===== src/rtl/adpll_pfd_ctrl.sv =====
`default_nettype none
// ============================================================================
// Module   : adpll_pfd_ctrl
// Brief    : ADPLL phase/frequency detector with binary-search acquisition
//            and +/-1 tracking of the DCO control word.
// Revision : 1.0 - initial release
// ============================================================================
module adpll_pfd_ctrl #(
    parameter int CODE_W   = 8,
    parameter int LOCK_CNT = 4
) (
    input  logic              clk,
    input  logic              reset,
    input  logic              ref_clk,
    input  logic              fb_clk,
    output logic [CODE_W-1:0] dco_code,
    output logic              up,
    output logic              dn,
    output logic              acq_done,
    output logic              locked
);

    localparam logic [CODE_W-1:0] C_ONE      = {{(CODE_W-1){1'b0}}, 1'b1};
    localparam logic [CODE_W-1:0] C_CODE_RST = C_ONE << (CODE_W-1);
    localparam logic [CODE_W-1:0] C_STEP_RST = C_ONE << (CODE_W-2);
    localparam logic [CODE_W-1:0] C_CODE_MAX = {CODE_W{1'b1}};
    localparam logic [3:0]        C_LOCK     = 4'(LOCK_CNT);

    // Direction encoding shared by the previous-direction register
    localparam logic [1:0] C_DIR_NONE = 2'b00;
    localparam logic [1:0] C_DIR_UP   = 2'b10;
    localparam logic [1:0] C_DIR_DN   = 2'b01;

    typedef enum logic [1:0] {
        S_IDLE     = 2'd0,
        S_REF_LEAD = 2'd1,
        S_FB_LEAD  = 2'd2
    } pfd_state_t;

    typedef enum logic {
        C_ACQ   = 1'b0,
        C_TRACK = 1'b1
    } ctl_state_t;

    logic [2:0]        r_ref_sync;
    logic [2:0]        r_fb_sync;
    logic              w_ref_edge;
    logic              w_fb_edge;

    pfd_state_t        r_pfd, w_pfd_nxt;
    logic              w_res_up, w_res_dn, w_res_al;
    logic              r_up, r_dn;

    ctl_state_t        r_ctl, w_ctl_nxt;
    logic [CODE_W-1:0] r_code, w_code_nxt;
    logic [CODE_W-1:0] r_step, w_step_nxt;
    logic [1:0]        r_prev, w_prev_nxt;
    logic [3:0]        r_lock_cnt, w_lock_cnt_nxt;
    logic              r_locked;
    logic              w_same_dir;
    logic [3:0]        w_lock_inc;

    // ------------------------------------------------------------------
    // Input synchronisers: [0],[1] synchronise, [2] holds history
    // ------------------------------------------------------------------
    always_ff @(posedge clk or posedge reset) begin
        if (reset) begin
            r_ref_sync <= 3'b000;
            r_fb_sync  <= 3'b000;
        end else begin
            r_ref_sync <= {r_ref_sync[1:0], ref_clk};
            r_fb_sync  <= {r_fb_sync[1:0], fb_clk};
        end
    end

    assign w_ref_edge = r_ref_sync[1] & ~r_ref_sync[2];
    assign w_fb_edge  = r_fb_sync[1]  & ~r_fb_sync[2];

    // ------------------------------------------------------------------
    // PFD state machine
    // ------------------------------------------------------------------
    always_ff @(posedge clk or posedge reset) begin
        if (reset) begin
            r_pfd <= S_IDLE;
            r_up  <= 1'b0;
            r_dn  <= 1'b0;
        end else begin
            r_pfd <= w_pfd_nxt;
            r_up  <= w_res_up;
            r_dn  <= w_res_dn;
        end
    end

    always_comb begin
        w_pfd_nxt = r_pfd;
        w_res_up  = 1'b0;
        w_res_dn  = 1'b0;
        w_res_al  = 1'b0;
        case (r_pfd)
            S_IDLE: begin
                if (w_ref_edge && w_fb_edge) begin
                    w_res_al = 1'b1;
                end else if (w_ref_edge) begin
                    w_pfd_nxt = S_REF_LEAD;
                end else if (w_fb_edge) begin
                    w_pfd_nxt = S_FB_LEAD;
                end
            end
            S_REF_LEAD: begin
                // A fresh ref edge closes the old window and opens a new one
                if (w_fb_edge) begin
                    w_res_up  = 1'b1;
                    w_pfd_nxt = w_ref_edge ? S_REF_LEAD : S_IDLE;
                end else if (w_ref_edge) begin
                    w_res_up  = 1'b1;
                end
            end
            S_FB_LEAD: begin
                if (w_ref_edge) begin
                    w_res_dn  = 1'b1;
                    w_pfd_nxt = w_fb_edge ? S_FB_LEAD : S_IDLE;
                end else if (w_fb_edge) begin
                    w_res_dn  = 1'b1;
                end
            end
            default: w_pfd_nxt = S_IDLE;
        endcase
    end

    // ------------------------------------------------------------------
    // Control state machine: acquisition, tracking and lock detection
    // ------------------------------------------------------------------
    always_ff @(posedge clk or posedge reset) begin
        if (reset) begin
            r_ctl      <= C_ACQ;
            r_code     <= C_CODE_RST;
            r_step     <= C_STEP_RST;
            r_prev     <= C_DIR_NONE;
            r_lock_cnt <= 4'd0;
            r_locked   <= 1'b0;
        end else begin
            r_ctl      <= w_ctl_nxt;
            r_code     <= w_code_nxt;
            r_step     <= w_step_nxt;
            r_prev     <= w_prev_nxt;
            r_lock_cnt <= w_lock_cnt_nxt;
            r_locked   <= (r_lock_cnt == C_LOCK);
        end
    end

    assign w_same_dir = ((r_prev == C_DIR_UP) && w_res_up) ||
                        ((r_prev == C_DIR_DN) && w_res_dn);
    assign w_lock_inc = (r_lock_cnt >= C_LOCK) ? C_LOCK : r_lock_cnt + 4'd1;

    always_comb begin
        w_ctl_nxt      = r_ctl;
        w_code_nxt     = r_code;
        w_step_nxt     = r_step;
        w_prev_nxt     = r_prev;
        w_lock_cnt_nxt = r_lock_cnt;
        case (r_ctl)
            C_ACQ: begin
                if (w_res_up || w_res_dn) begin
                    w_code_nxt = w_res_up ? r_code + r_step : r_code - r_step;
                    w_step_nxt = r_step >> 1;
                    if (r_step == C_ONE) begin
                        w_ctl_nxt  = C_TRACK;
                        w_prev_nxt = C_DIR_NONE;
                    end
                end else if (w_res_al) begin
                    w_ctl_nxt  = C_TRACK;
                    w_prev_nxt = C_DIR_NONE;
                end
            end
            C_TRACK: begin
                if (w_res_up) begin
                    if (r_code != C_CODE_MAX) w_code_nxt = r_code + C_ONE;
                end else if (w_res_dn) begin
                    if (r_code != '0) w_code_nxt = r_code - C_ONE;
                end
                if (w_res_al) begin
                    w_lock_cnt_nxt = w_lock_inc;
                end else if (w_res_up || w_res_dn) begin
                    w_lock_cnt_nxt = w_same_dir ? 4'd0 : w_lock_inc;
                    w_prev_nxt     = w_res_up ? C_DIR_UP : C_DIR_DN;
                end
            end
            default: w_ctl_nxt = C_ACQ;
        endcase
    end

    assign dco_code = r_code;
    assign up       = r_up;
    assign dn       = r_dn;
    assign acq_done = (r_ctl == C_TRACK);
    assign locked   = r_locked;

endmodule
`default_nettype wire

===== config.mk =====
export PLATFORM = sky130hd
export DESIGN_NAME = adpll_pfd_ctrl
export DESIGN_NICKNAME = d
export VERILOG_FILES = /design/src/rtl/adpll_pfd_ctrl.sv
export SDC_FILE = /design/constraint.sdc
export NUM_CORES = 1
export LEC_CHECK = 0
export ABC_AREA = 1
export CAP_MARGIN = 25
export CORE_ASPECT_RATIO = 1.2
export CORE_MARGIN = 4
export CORE_UTILIZATION = 42
export DETAILED_ROUTE_END_ITERATION = 7
export GPL_TIMING_DRIVEN = 0
export PLACE_DENSITY = 0.59
export SLEW_MARGIN = 15
export SYNTH_ARGS = -nofsm -noshare
export SYNTH_HDL_FRONTEND = slang
export SYNTH_SLANG_ARGS = --single-unit

===== constraint.sdc =====
create_clock -name clk -period 6.4 [get_ports clk]
set_input_delay 0.64 -clock clk [delete_from_list [all_inputs] [get_ports clk]]
set_output_delay 0.64 -clock clk [all_outputs]
set_load 0.02 [all_outputs]

==> results.sh <==
export IMPL_status="completed"
export IMPL_final_period_utilization_pct=36.3
export IMPL_clk_latency_ns=0.29
export IMPL_cp_top_family="simple AND/OR/NAND/NOR gates"
export IMPL_synth_cell_types=31
export IMPL_cts_clk_slew_worst_paths_ns=0.07
export IMPL_finClkSkew_ns=0.00584
export IMPL_setup_violations=0
export IMPL_crit_path_start_kind="flop"
export IMPL_cts_buffers=5
export IMPL_worstPathMaxFanout=10
export IMPL_hp_class="flop to flop"
export IMPL_root_buffer="clkbuf_8"
export IMPL_drtIter0Drc=39
export IMPL_avgRoutedWirePerCell_um=11.6
export IMPL_postLayoutCoreUtil_pct=51.0
export IMPL_port_buffers=15
export IMPL_rsz0062_at_grt="false"
export IMPL_syn_to_final_growth_pct=16.7
export IMPL_fin_nets=289
export IMPL_layout_common_cells="nand2_1, inv_1, dfrtp_1"
export IMPL_grt_overflow=0
export IMPL_postCtsSetupBuffers=0
export IMPL_grt_max_degree=34
export IMPL_grt_pass1_wl_mm=7.03
export IMPL_hold_violations=0
export IMPL_crit_slowest_cell="dfrtp_1"
export IMPL_synthSimpleGateAreaFrac_pct=27.7
export IMPL_netlist_instances=250
export IMPL_drcViolationCount=0
export IMPL_post_cts_resized=0
export IMPL_synth_compound_area_share_pct=8.85
export IMPL_hold_ws_ns=0.355
export IMPL_yosys_top_cells_area="dfrtp_1, nand2_1, ha_1"
export IMPL_maxCapViolCount=0
export IMPL_slew_viol_final=0
export IMPL_synth_top_family_by_area="simple AND/OR/NAND/NOR gates"
export IMPL_cellPowerDensity_nw_per_um2=436
export IMPL_tritoncts="done"
export IMPL_critPathCaptureType="flop"
export IMPL_cp_cell_sequence="buf_4 > inv_2 > buf_6 > nand2_1 > o31ai_1 > xor2_1 > ha_1 > nand2_1 > nand2_1 > nand2_1 > nand2_1 > a21oi_1 > nand2_1 > nand3_1 > nand2_1 > nand2_1"
export IMPL_firstDrtPassIters=4
export IMPL_via_per_inst=4.77
export IMPL_muxShareOfSynthArea_pct=0
export IMPL_die_x_um=71.3
export IMPL_syn_area_per_cell_um2=8.08
export IMPL_die_y_um=84.0
export IMPL_ir_drop_v=0.000255
export IMPL_place_congestion=0.868
export IMPL_crit_required_ns=6.63
export IMPL_slew_headroom_pct=54.0
export IMPL_grtUsageTotal_pct=14.7
export IMPL_power_leakage_nw=1.19
export IMPL_regArea_um2=828
export IMPL_yosysSeqAreaShare_pct=41.0
export IMPL_synth_area_um2=2020
export IMPL_critPathArrivalTime_ns=2.56
export IMPL_rows=27
export IMPL_cts_buffer_depth=2
export IMPL_netlist_top_cell_by_area="dfrtp_1"
export IMPL_design_core_area_um2=4630
export IMPL_diodes=0
export IMPL_ios=16
export IMPL_nFillCells=455
export IMPL_postCtsHoldBufs=0
export IMPL_synth_xor_area_share_pct=3.90
export IMPL_ant_nets=0
export IMPL_drive_above_1_share_pct=16.1
export IMPL_initial_core_util_pct=43.7
export IMPL_syn_nets=267
export IMPL_final_common_cell="nand2_1"
export IMPL_first_global_vias=1543
export IMPL_max_freq_mhz=431
export IMPL_vias=1579
export IMPL_worst_pin_slew_ns=0.690
export IMPL_final_min_clock_period_ns=2.32
export IMPL_post_dp_hpwl_mm=2.93
export IMPL_dieArea_um2=5990
export IMPL_wl_mm=3.82
export IMPL_synth_adder_area_share_pct=8.42
export IMPL_critPathMaxStageDelay_ns=0.38
export IMPL_cp_common_cell="nand2_1"
export IMPL_path_class="flop to flop"
export IMPL_clock_sinks=33
export IMPL_yosys_area_top_type_share_pct=38.4
export IMPL_antenna_found_initial=0
export IMPL_ys_ff_latch=33
export IMPL_tns_ns=0
export IMPL_synth_warnings=0
export IMPL_path_buf_inv=3
export IMPL_multi_input_area_um2=987
export IMPL_htreeDepth=2
Yosys cell counts:
cell type / number
fa_1: 1
nand2_4: 4
buf_4: 1
nor2_1: 24
nor3_1: 1
nand4_2: 1
dfrtp_1: 31
dfstp_2: 2
nand2_1: 64
o22ai_1: 1
a31oi_1: 1
nand4_1: 2
inv_1: 36
nor2_2: 4
xor2_1: 6
nand3_4: 1
xnor2_1: 3
buf_6: 2
or2_2: 2
buf_2: 1
ha_1: 12
a21oi_2: 5
nand3_1: 12
buf_12: 1
a21oi_1: 9
inv_2: 4
nand2_2: 5
o31ai_1: 2
nand3b_1: 1
o21ai_2: 2
o21ai_0: 9
registers in the layout (all words and copies together), names as in the netlist:
signal / flops
locked: 1
dn: 1
r_step: 7
acq_done: 1
dco_code: 8
r_ref_sync: 3
r_fb_sync: 3
r_lock_cnt: 4
r_prev: 2
r_pfd: 2
up: 1
through the flow:
stage               worst slack (ns)  power [mW]  instance area, µm²  instances
floorplan                       4.17       0.701                2020        250
global placement                4.12       0.832                2240        323
detailed placement              4.11       0.839                2240        323
CTS                             4.07        1.04                2360        331
global route                    3.82        1.14                2360        331
finish                          4.08        1.03                2360        331
worst paths after layout:
check / startpoint / endpoint / slack (ns) / cells past startpoint
setup / recovery: acq_done / dco_code[7] / 4.08 / 16
hold / removal: r_ref_sync[0] / r_ref_sync[1] / 0.35 / 0
setup reg to reg: acq_done / dco_code[7] / 4.08 / 16
hold reg to reg: r_ref_sync[0] / r_ref_sync[1] / 0.35 / 0
max in group asynchronous: reset / r_lock_cnt[2] / 5.18 / 2
min in group asynchronous: reset / r_fb_sync[1] / 0.77 / 2
metal layers:
layer | global-route usage (%) | wire, µm | vias to the layer above
met4 | 5.98 | 76 | 0
met5 | 0 | 0 | -
met1 | 18.5 | 1700 | 727
met2 | 23.7 | 1910 | 29
met3 | 3.61 | 144 | 6
li1 | - | - | 817
area by class of cell:
| cell class | count | area share [%] |
|---|---|---|
| Multi-Input combinational cell | 172 | 41.9 |
| Clock inverter | 3 | 1.96 |
| Sequential cell | 33 | 35.1 |
| Timing Repair Buffer | 15 | 6.37 |
| Inverter | 40 | 6.37 |
| Tap cell | 58 | 3.08 |
| Clock buffer | 5 | 2.92 |
| Buffer | 5 | 2.33 |
cell families (layout without fill, tap and decap cells):
group                      count (synthesis)  in the layout
AOI/OAI and AO/OA                         29             29
DFF                                       33             33
buffers and inverters                     45             68
adders and majority gates                 13             13
xor gates and xnor gates                   9              9
and+or+nand+nor                          121            121
power by group:
| group | switching (mW) | internal [mW] | total, mW | leakage [nW] |
|---|---|---|---|---|
| combinational | 0.297 | 0.224 | 0.521 | 0.722 |
| sequential | 0.0507 | 0.258 | 0.309 | 0.410 |
| clock | 0.0826 | 0.116 | 0.199 | 0.0543 |
worst reg2reg max path, delay by kind of cell (launching register included):
kind                       cells  cell delay (ns)
and+or+nand+nor                9             0.64
AOI/OAI and AO/OA              2             0.36
adders and majority gates      1             0.30
xor gates and xnor gates       1             0.20
buffers and inverters          3             0.38
DFF                            1             0.38
(Power assumes the default switching activity.)
